**src/rtl/alu_pkg.sv**
```systemverilog
// Shared definitions for the datapath ALU: default width, opcode map and shifter modes.
package alu_pkg;

  localparam int unsigned WIDTH = 16;

  localparam logic [5:0] OP_ADD = 6'h0A;
  localparam logic [5:0] OP_SUB = 6'h0B;
  localparam logic [5:0] OP_LSR = 6'h0C;
  localparam logic [5:0] OP_LSL = 6'h0D;
  localparam logic [5:0] OP_RSR = 6'h0E;
  localparam logic [5:0] OP_RSL = 6'h0F;
  localparam logic [5:0] OP_MOV = 6'h10;
  localparam logic [5:0] OP_MUL = 6'h11;
  localparam logic [5:0] OP_DIV = 6'h12;
  localparam logic [5:0] OP_MOD = 6'h13;
  localparam logic [5:0] OP_AND = 6'h14;
  localparam logic [5:0] OP_OR  = 6'h15;
  localparam logic [5:0] OP_XOR = 6'h16;
  localparam logic [5:0] OP_NOT = 6'h17;
  localparam logic [5:0] OP_CMP = 6'h18;
  localparam logic [5:0] OP_TST = 6'h19;
  localparam logic [5:0] OP_INC = 6'h1A;
  localparam logic [5:0] OP_DEC = 6'h1B;

  typedef enum logic [1:0] {
    SH_LSR = 2'd0,
    SH_LSL = 2'd1,
    SH_RSR = 2'd2,
    SH_RSL = 2'd3
  } shift_mode_e;

endpackage

```
**src/rtl/alu_if.sv**
```systemverilog
// Operand/opcode inputs and registered result/flag outputs of the ALU.
interface alu_if #(parameter int unsigned WIDTH = alu_pkg::WIDTH);
  logic [WIDTH-1:0] A;
  logic [WIDTH-1:0] B;
  logic [5:0]       opcode;
  logic [WIDTH-1:0] out;
  logic             Z;
  logic             N;
  logic             C;
  logic             O;

  modport master (output A, B, opcode, input out, Z, N, C, O);
  modport slave  (input A, B, opcode, output out, Z, N, C, O);
endinterface

```
**src/rtl/alu_shifter.sv**
```systemverilog
// Combinational barrel unit for logical shifts and rotates.
module alu_shifter
  import alu_pkg::*;
#(
  parameter int unsigned WIDTH = alu_pkg::WIDTH
) (
  input  logic [WIDTH-1:0] a,
  input  logic [WIDTH-1:0] amount,
  input  shift_mode_e      mode,
  output logic [WIDTH-1:0] result
);

  localparam int unsigned RW = $clog2(WIDTH);

  logic [RW-1:0]      rot;
  logic [2*WIDTH-1:0] dbl;
  logic [2*WIDTH-1:0] dbl_r;
  logic [2*WIDTH-1:0] dbl_l;

  // Rotates use only the low amount bits; doubling A makes the wrap-around a plain shift.
  assign rot   = amount[RW-1:0];
  assign dbl   = {a, a};
  assign dbl_r = dbl >> rot;
  assign dbl_l = dbl << rot;

  always_comb begin
    result = '0;
    case (mode)
      SH_LSR:  result = a >> amount;
      SH_LSL:  result = a << amount;
      SH_RSR:  result = dbl_r[WIDTH-1:0];
      SH_RSL:  result = dbl_l[2*WIDTH-1:WIDTH];
      default: result = '0;
    endcase
  end

endmodule

```
**src/rtl/alu.sv**
```systemverilog
// Opcode-decoded integer ALU with a single registered result/flag bank.
module alu
  import alu_pkg::*;
#(
  parameter int unsigned WIDTH = alu_pkg::WIDTH
) (
  input logic  clk,
  input logic  rst_n,
  alu_if.slave bus
);

  localparam int unsigned MSB = WIDTH - 1;

  logic [WIDTH-1:0]   a;
  logic [WIDTH-1:0]   b;
  logic [5:0]         op;
  logic [WIDTH-1:0]   b_arith;
  logic [WIDTH:0]     sum;
  logic [WIDTH:0]     diff;
  logic [2*WIDTH-1:0] prod;
  logic               add_ovf;
  logic               sub_ovf;
  logic               b_zero;
  shift_mode_e        sh_mode;
  logic [WIDTH-1:0]   sh_result;
  logic [WIDTH-1:0]   res;
  logic               c_flag;
  logic               o_flag;

  assign a  = bus.A;
  assign b  = bus.B;
  assign op = bus.opcode;

  // INC/DEC reuse the adder and subtractor with an implicit operand of one.
  assign b_arith = (op == OP_INC || op == OP_DEC) ? {{(WIDTH-1){1'b0}}, 1'b1} : b;
  assign sum     = {1'b0, a} + {1'b0, b_arith};
  assign diff    = {1'b0, a} - {1'b0, b_arith};
  assign prod    = {{WIDTH{1'b0}}, a} * {{WIDTH{1'b0}}, b};
  assign add_ovf = (a[MSB] == b_arith[MSB]) && (sum[MSB] != a[MSB]);
  assign sub_ovf = (a[MSB] != b_arith[MSB]) && (diff[MSB] != a[MSB]);
  assign b_zero  = (b == '0);

  always_comb begin
    sh_mode = SH_LSR;
    case (op)
      OP_LSL:  sh_mode = SH_LSL;
      OP_RSR:  sh_mode = SH_RSR;
      OP_RSL:  sh_mode = SH_RSL;
      default: sh_mode = SH_LSR;
    endcase
  end

  alu_shifter #(.WIDTH(WIDTH)) u_shifter (
    .a      (a),
    .amount (b),
    .mode   (sh_mode),
    .result (sh_result)
  );

  always_comb begin
    res    = '0;
    c_flag = 1'b0;
    o_flag = 1'b0;
    case (op)
      OP_ADD, OP_INC: begin
        res    = sum[WIDTH-1:0];
        c_flag = sum[WIDTH];
        o_flag = add_ovf;
      end
      OP_SUB, OP_CMP, OP_DEC: begin
        res    = diff[WIDTH-1:0];
        c_flag = ~diff[WIDTH];
        o_flag = sub_ovf;
      end
      OP_LSR, OP_LSL, OP_RSR, OP_RSL: res = sh_result;
      OP_MOV: res = b;
      OP_MUL: begin
        res    = prod[WIDTH-1:0];
        c_flag = (prod[2*WIDTH-1:WIDTH] != '0);
      end
      OP_DIV: begin
        res    = b_zero ? '1 : a / b;
        o_flag = b_zero;
      end
      OP_MOD: begin
        res    = b_zero ? a : a % b;
        o_flag = b_zero;
      end
      OP_AND, OP_TST: res = a & b;
      OP_OR:  res = a | b;
      OP_XOR: res = a ^ b;
      OP_NOT: res = ~a;
      default: res = '0;
    endcase
  end

  always_ff @(posedge clk) begin
    if (!rst_n) begin
      bus.out <= '0;
      bus.Z   <= 1'b0;
      bus.N   <= 1'b0;
      bus.C   <= 1'b0;
      bus.O   <= 1'b0;
    end else begin
      bus.out <= res;
      bus.Z   <= (res == '0);
      bus.N   <= res[MSB];
      bus.C   <= c_flag;
      bus.O   <= o_flag;
    end
  end

endmodule

```
**src/flat_wrapper.sv**
```systemverilog
// flat-port wrapper written by rule: the top's interface ports become plain ports
module alu_flat import alu_pkg::*;
#(
  parameter int unsigned WIDTH = alu_pkg::WIDTH
)
  (clk, rst_n, bus_A, bus_B, bus_opcode, bus_out, bus_Z, bus_N, bus_C, bus_O);
  alu_if #(.WIDTH(WIDTH)) bus_i ();
  input logic clk;
  input logic rst_n;
  input wire logic [$bits(bus_i.A)-1:0] bus_A;
  input wire logic [$bits(bus_i.B)-1:0] bus_B;
  input wire logic [$bits(bus_i.opcode)-1:0] bus_opcode;
  output wire logic [$bits(bus_i.out)-1:0] bus_out;
  output wire logic [$bits(bus_i.Z)-1:0] bus_Z;
  output wire logic [$bits(bus_i.N)-1:0] bus_N;
  output wire logic [$bits(bus_i.C)-1:0] bus_C;
  output wire logic [$bits(bus_i.O)-1:0] bus_O;
  assign bus_i.A = bus_A;
  assign bus_i.B = bus_B;
  assign bus_i.opcode = bus_opcode;
  assign bus_out = bus_i.out;
  assign bus_Z = bus_i.Z;
  assign bus_N = bus_i.N;
  assign bus_C = bus_i.C;
  assign bus_O = bus_i.O;
  alu #(.WIDTH(WIDTH)) u_core (.clk(clk), .rst_n(rst_n), .bus(bus_i));
endmodule
```
**config.mk**
```make
export PLATFORM = sky130hd
export DESIGN_NAME = alu_flat
export DESIGN_NICKNAME = d
export VERILOG_FILES = /design/src/rtl/alu_pkg.sv /design/src/rtl/alu_if.sv /design/src/rtl/alu_shifter.sv /design/src/rtl/alu.sv /design/src/flat_wrapper.sv
export SDC_FILE = /design/constraint.sdc
export NUM_CORES = 1
export LEC_CHECK = 0
export BUFFER_PORTS_ARGS = -buffer_cell sky130_fd_sc_hd__buf_2
export CAP_MARGIN = 20
export CORE_UTILIZATION = 52
export DETAILED_ROUTE_END_ITERATION = 16
export PLACE_DENSITY = 0.76
export SLEW_MARGIN = 10
export SYNTH_ARGS = -nofsm -noshare
export SYNTH_HDL_FRONTEND = slang
export SYNTH_HIERARCHICAL = 1
export SYNTH_SLANG_ARGS = --single-unit
```
**constraint.sdc**
```tcl
create_clock -name clk -period 38.7 [get_ports clk]
set_input_delay 7.74 -clock clk [delete_from_list [all_inputs] [get_ports clk]]
set_output_delay 7.74 -clock clk [all_outputs]
set_load 0.005 [all_outputs]
```
==> results.py <==
metrics = {
    "place": {
        "dp_hpwl_um": 67800,
        "numPortBuffers": 59,
        "gp_congestion": 1.07,
        "dp_cells": 3577,
        "placed_area_um2": 23600,
    },
    "power_and_ir_drop": {
        "p_switching_w": 0.000774,
        "seqPwrFrac_pct": 1.7,
        "switching_share_pct": 58.8,
        "vdd_drop_max_v": 0.0000959,
        "cellPowerDensity_nw_per_um2": 54.9,
        "p_int_w": 0.000542,
        "p_clk_share_pct": 1.8,
        "leakage_nw": 11.1,
        "comb_power_share_pct": 96.5,
    },
    "yosys": {
        "synth_warnings": 6,
        "synth_seq_cells": 19,
        "syn_inst": 3023,
        "postSynthAreaPerCell_um2": 7.51,
        "ys.flop_type": "dfxtp_1",
        "ys_seq_area_share_pct": 1.68,
        "synth_edf_count": 0,
        "synthesis.nets": 3569,
        "syn_area_um2": 22700,
        "async_reset_ff_share_pct": 0,
        "synthDistinctLibCells": 100,
    },
    "sta": {
        "slew_viol_final": 0,
        "worst_pin_slew_ns": 0.983,
        "hold_ws_ns": 7.88,
        "maxSlewHeadroom_pct": 33.9,
        "fin_crit_ns": 37.35,
        "setup_viol": 0,
        "final.period_utilization_pct": 96.5,
        "fmax_ghz": 0.0268,
        "hold_viol_final": 0,
    },
    "routing": {
        "met2_length_um": 38300,
        "wire_per_inst_um": 25.2,
        "final_antenna_net_count": 0,
        "dr.pass1.iters": 6,
        "drt_wl_total_um": 90500,
        "wl_met3_um": 12000,
        "via_per_inst": 6.79,
        "drc_errors": 0,
        "dr_total_vias": 24400,
        "wl_met1_um": 35000,
        "highest-signal-layer": "met5",
        "drt-initial-drc-count": 2977,
    },
    "cells_and_area": {
        "final_core_util_pct": 55.6,
        "finalNonFillerCells": 3593,
        "multi_input_area_um2": 20700,
        "nets": 3549,
        "fillers": 4131,
        "drive_gt1_share_pct": 9.86,
        "syn2layout_area_growth_pct": 5.61,
        "regArea_um2": 380,
        "finish.instance_area_um2": 24000,
    },
    "clock_network": {
        "root_buffer": "clkbuf_16",
        "clkTransAtPathRegs_ns": 0.07,
        "cts_tree": "built",
        "ctsHtreeMaxLevel": 1,
        "cts_sinks": 19,
        "clk_path_buf_depth": 2,
        "numCtsBuffers": 3,
    },
    "grt": {
        "gr-total-overflow": 0,
        "grt_pass1_vias": 23200,
        "track_usage_pct": 39.9,
        "grt_max_degree": 54,
        "grt_first_pass_wirelength_um": 136000,
        "antenna_found_initial": 6,
    },
    "floorplan": {
        "die_h_um": 211,
        "die_w_um": 211,
        "io_pins": 60,
        "initial_utilization_pct": 52.7,
        "dieArea_um2": 44500,
        "fp-row-count": 76,
        "coreArea_um2": 43100,
    },
    "critical_path": {
        "worst_setup_path_start_kind": "primary input",
        "critPathTopFamily": "compound AO/OA/AOI/OAI gates",
        "path_buf_inv": 7,
        "crit_path_max_fanout": 22,
        "crit_top_cell": "ha_1",
        "criticalPathCategory": "primary input to register",
        "cpMaxStageDelayCell": "or4_4",
        "worstPathArrival_ns": 37.57,
        "slowest_delay_ns": 0.68,
        "cp.required_ns": 38.92,
        "critPathCaptureType": "register",
    },
    "outcome": {
        "status": "finished, final reports clean",
    },
    "job": {
        "maxCapViolations": 0,
    },
    "min_path": {
        "worstHoldPathType": "primary input to register",
    },
}
[sequential cells by signal, summed over array words and instances, names as in the netlist]
signal / cells
u_core/bus.C: 1
u_core/bus.O: 1
u_core/bus.Z: 1
u_core/bus.out: 16
[per-layer routing]
layer  up-vias  global-route usage, %
met4         2                   19.6
met2      1692                   60.3
met1     11600                   52.8
li1      10700                      -
met3       354                   10.5
met5         -                      0
[area by class of cell]
| cell class | count | area share [%] |
|---|---|---|
| inverter | 336 | 5.26 |
| tap | 585 | 3.05 |
| timing repair buffer | 132 | 3.52 |
| multi-input combinational | 2511 | 86.2 |
| sequential | 19 | 1.59 |
| clock buffer | 4 | 0.329 |
| antenna | 6 | 0.0626 |
[cells in the final DEF (no fill, tap or decap), drive strengths merged, types with 14 or more instances in the layout]
cell type  synthesis  routed
mux4              42      42
or3               24      24
mux2i             59      59
nand2b            31      31
a221oi            25      25
mux2              16      16
nand3             52      52
xnor2             63      63
nand2            285     285
o21a              48      48
and3              17      17
o211ai            37      37
ha               309     309
o22ai             20      20
inv              330     330
o21ai            134     134
nor4              22      22
nor2b             23      23
and2              25      25
a31oi             26      26
a211o             14      14
buf               37     132
or2               17      18
o2111ai           14      14
o221ai            25      25
xor2              41      41
nor3              76      76
a21o              43      43
a211oi            30      30
nor2             389     389
nand4             17      17
dfxtp             19      19
fa               197     197
o21bai            16      16
o31ai             22      22
a21oi            173     173
[power groups by stage]
stage,combinational (W),clock (W),sequential [W]
6_report,0.00127,0.0000241,0.0000217
3_3_place_gp,0.00119,0,0.0000221
2_1_floorplan,0.000937,0,0.0000224
5_1_grt,0.00140,0.0000250,0.0000219
3_5_place_dp,0.00123,0,0.0000221
4_1_cts,0.00124,0.0000245,0.0000218
[logic make-up (layout without fill, tap and decap cells)]
family	count (synthesis)	after routing	share of synthesized area, %
buffers and inverters	494	472	8.53
adders and majority gates	506	506	34.4
DFF	19	19	1.68
muxes	117	117	7.65
and+or+nand+nor	1021	1022	20.5
AOI/OAI and AO/OA	762	762	23.2
other	0	6	0
xor gates and xnor gates	104	104	4.01
[path summary, 6_finish.rpt]
kind / start / end / slack, ns / cells past startpoint
min: rst_n / u_core/bus.out[4] / 7.88 / 2
max: bus_B[15] / u_core/bus.Z / 1.35 / 117
[cells in the mapped netlist, types with 28 or more instances]
| master | n | area [um2] |
|---|---|---|
| mux2i_1 | 59 | 591 |
| a21o_1 | 42 | 315 |
| o211ai_1 | 37 | 278 |
| nand2b_1 | 31 | 194 |
| clkbuf_1 | 121 | 454 |
| a211oi_1 | 28 | 210 |
| xnor2_1 | 63 | 552 |
| xor2_1 | 41 | 359 |
| fa_1 | 197 | 3940 |
| mux4_2 | 37 | 833 |
| nand3_1 | 52 | 260 |
| nor2_1 | 388 | 1460 |
| nor3_1 | 76 | 380 |
| o21a_1 | 48 | 360 |
| inv_1 | 323 | 1210 |
| nand2_1 | 284 | 1070 |
| ha_1 | 309 | 3870 |
| a21oi_1 | 172 | 861 |
| o21ai_0 | 127 | 636 |
[through the flow]
stage	setup WS, ns	total power [W]	setup TNS (ns)
4_1_cts	0.0228	0.00129	0
3_5_place_dp	-1.01	0.00125	-1.17
5_1_grt	-0.131	0.00145	-0.131
6_report	1.35	0.00132	0
2_1_floorplan	3.36	0.000959	0
3_3_place_gp	-0.405	0.00121	-0.405
[timing repair]
action	CTS	global route
cloned	0	1
setup endpoints to repair	1	17
resized for setup	10	49
pin swaps	0	5
buffers inserted	0	5
hold buffers	0	0
Note: power is estimated with default switching activity, not from simulation.
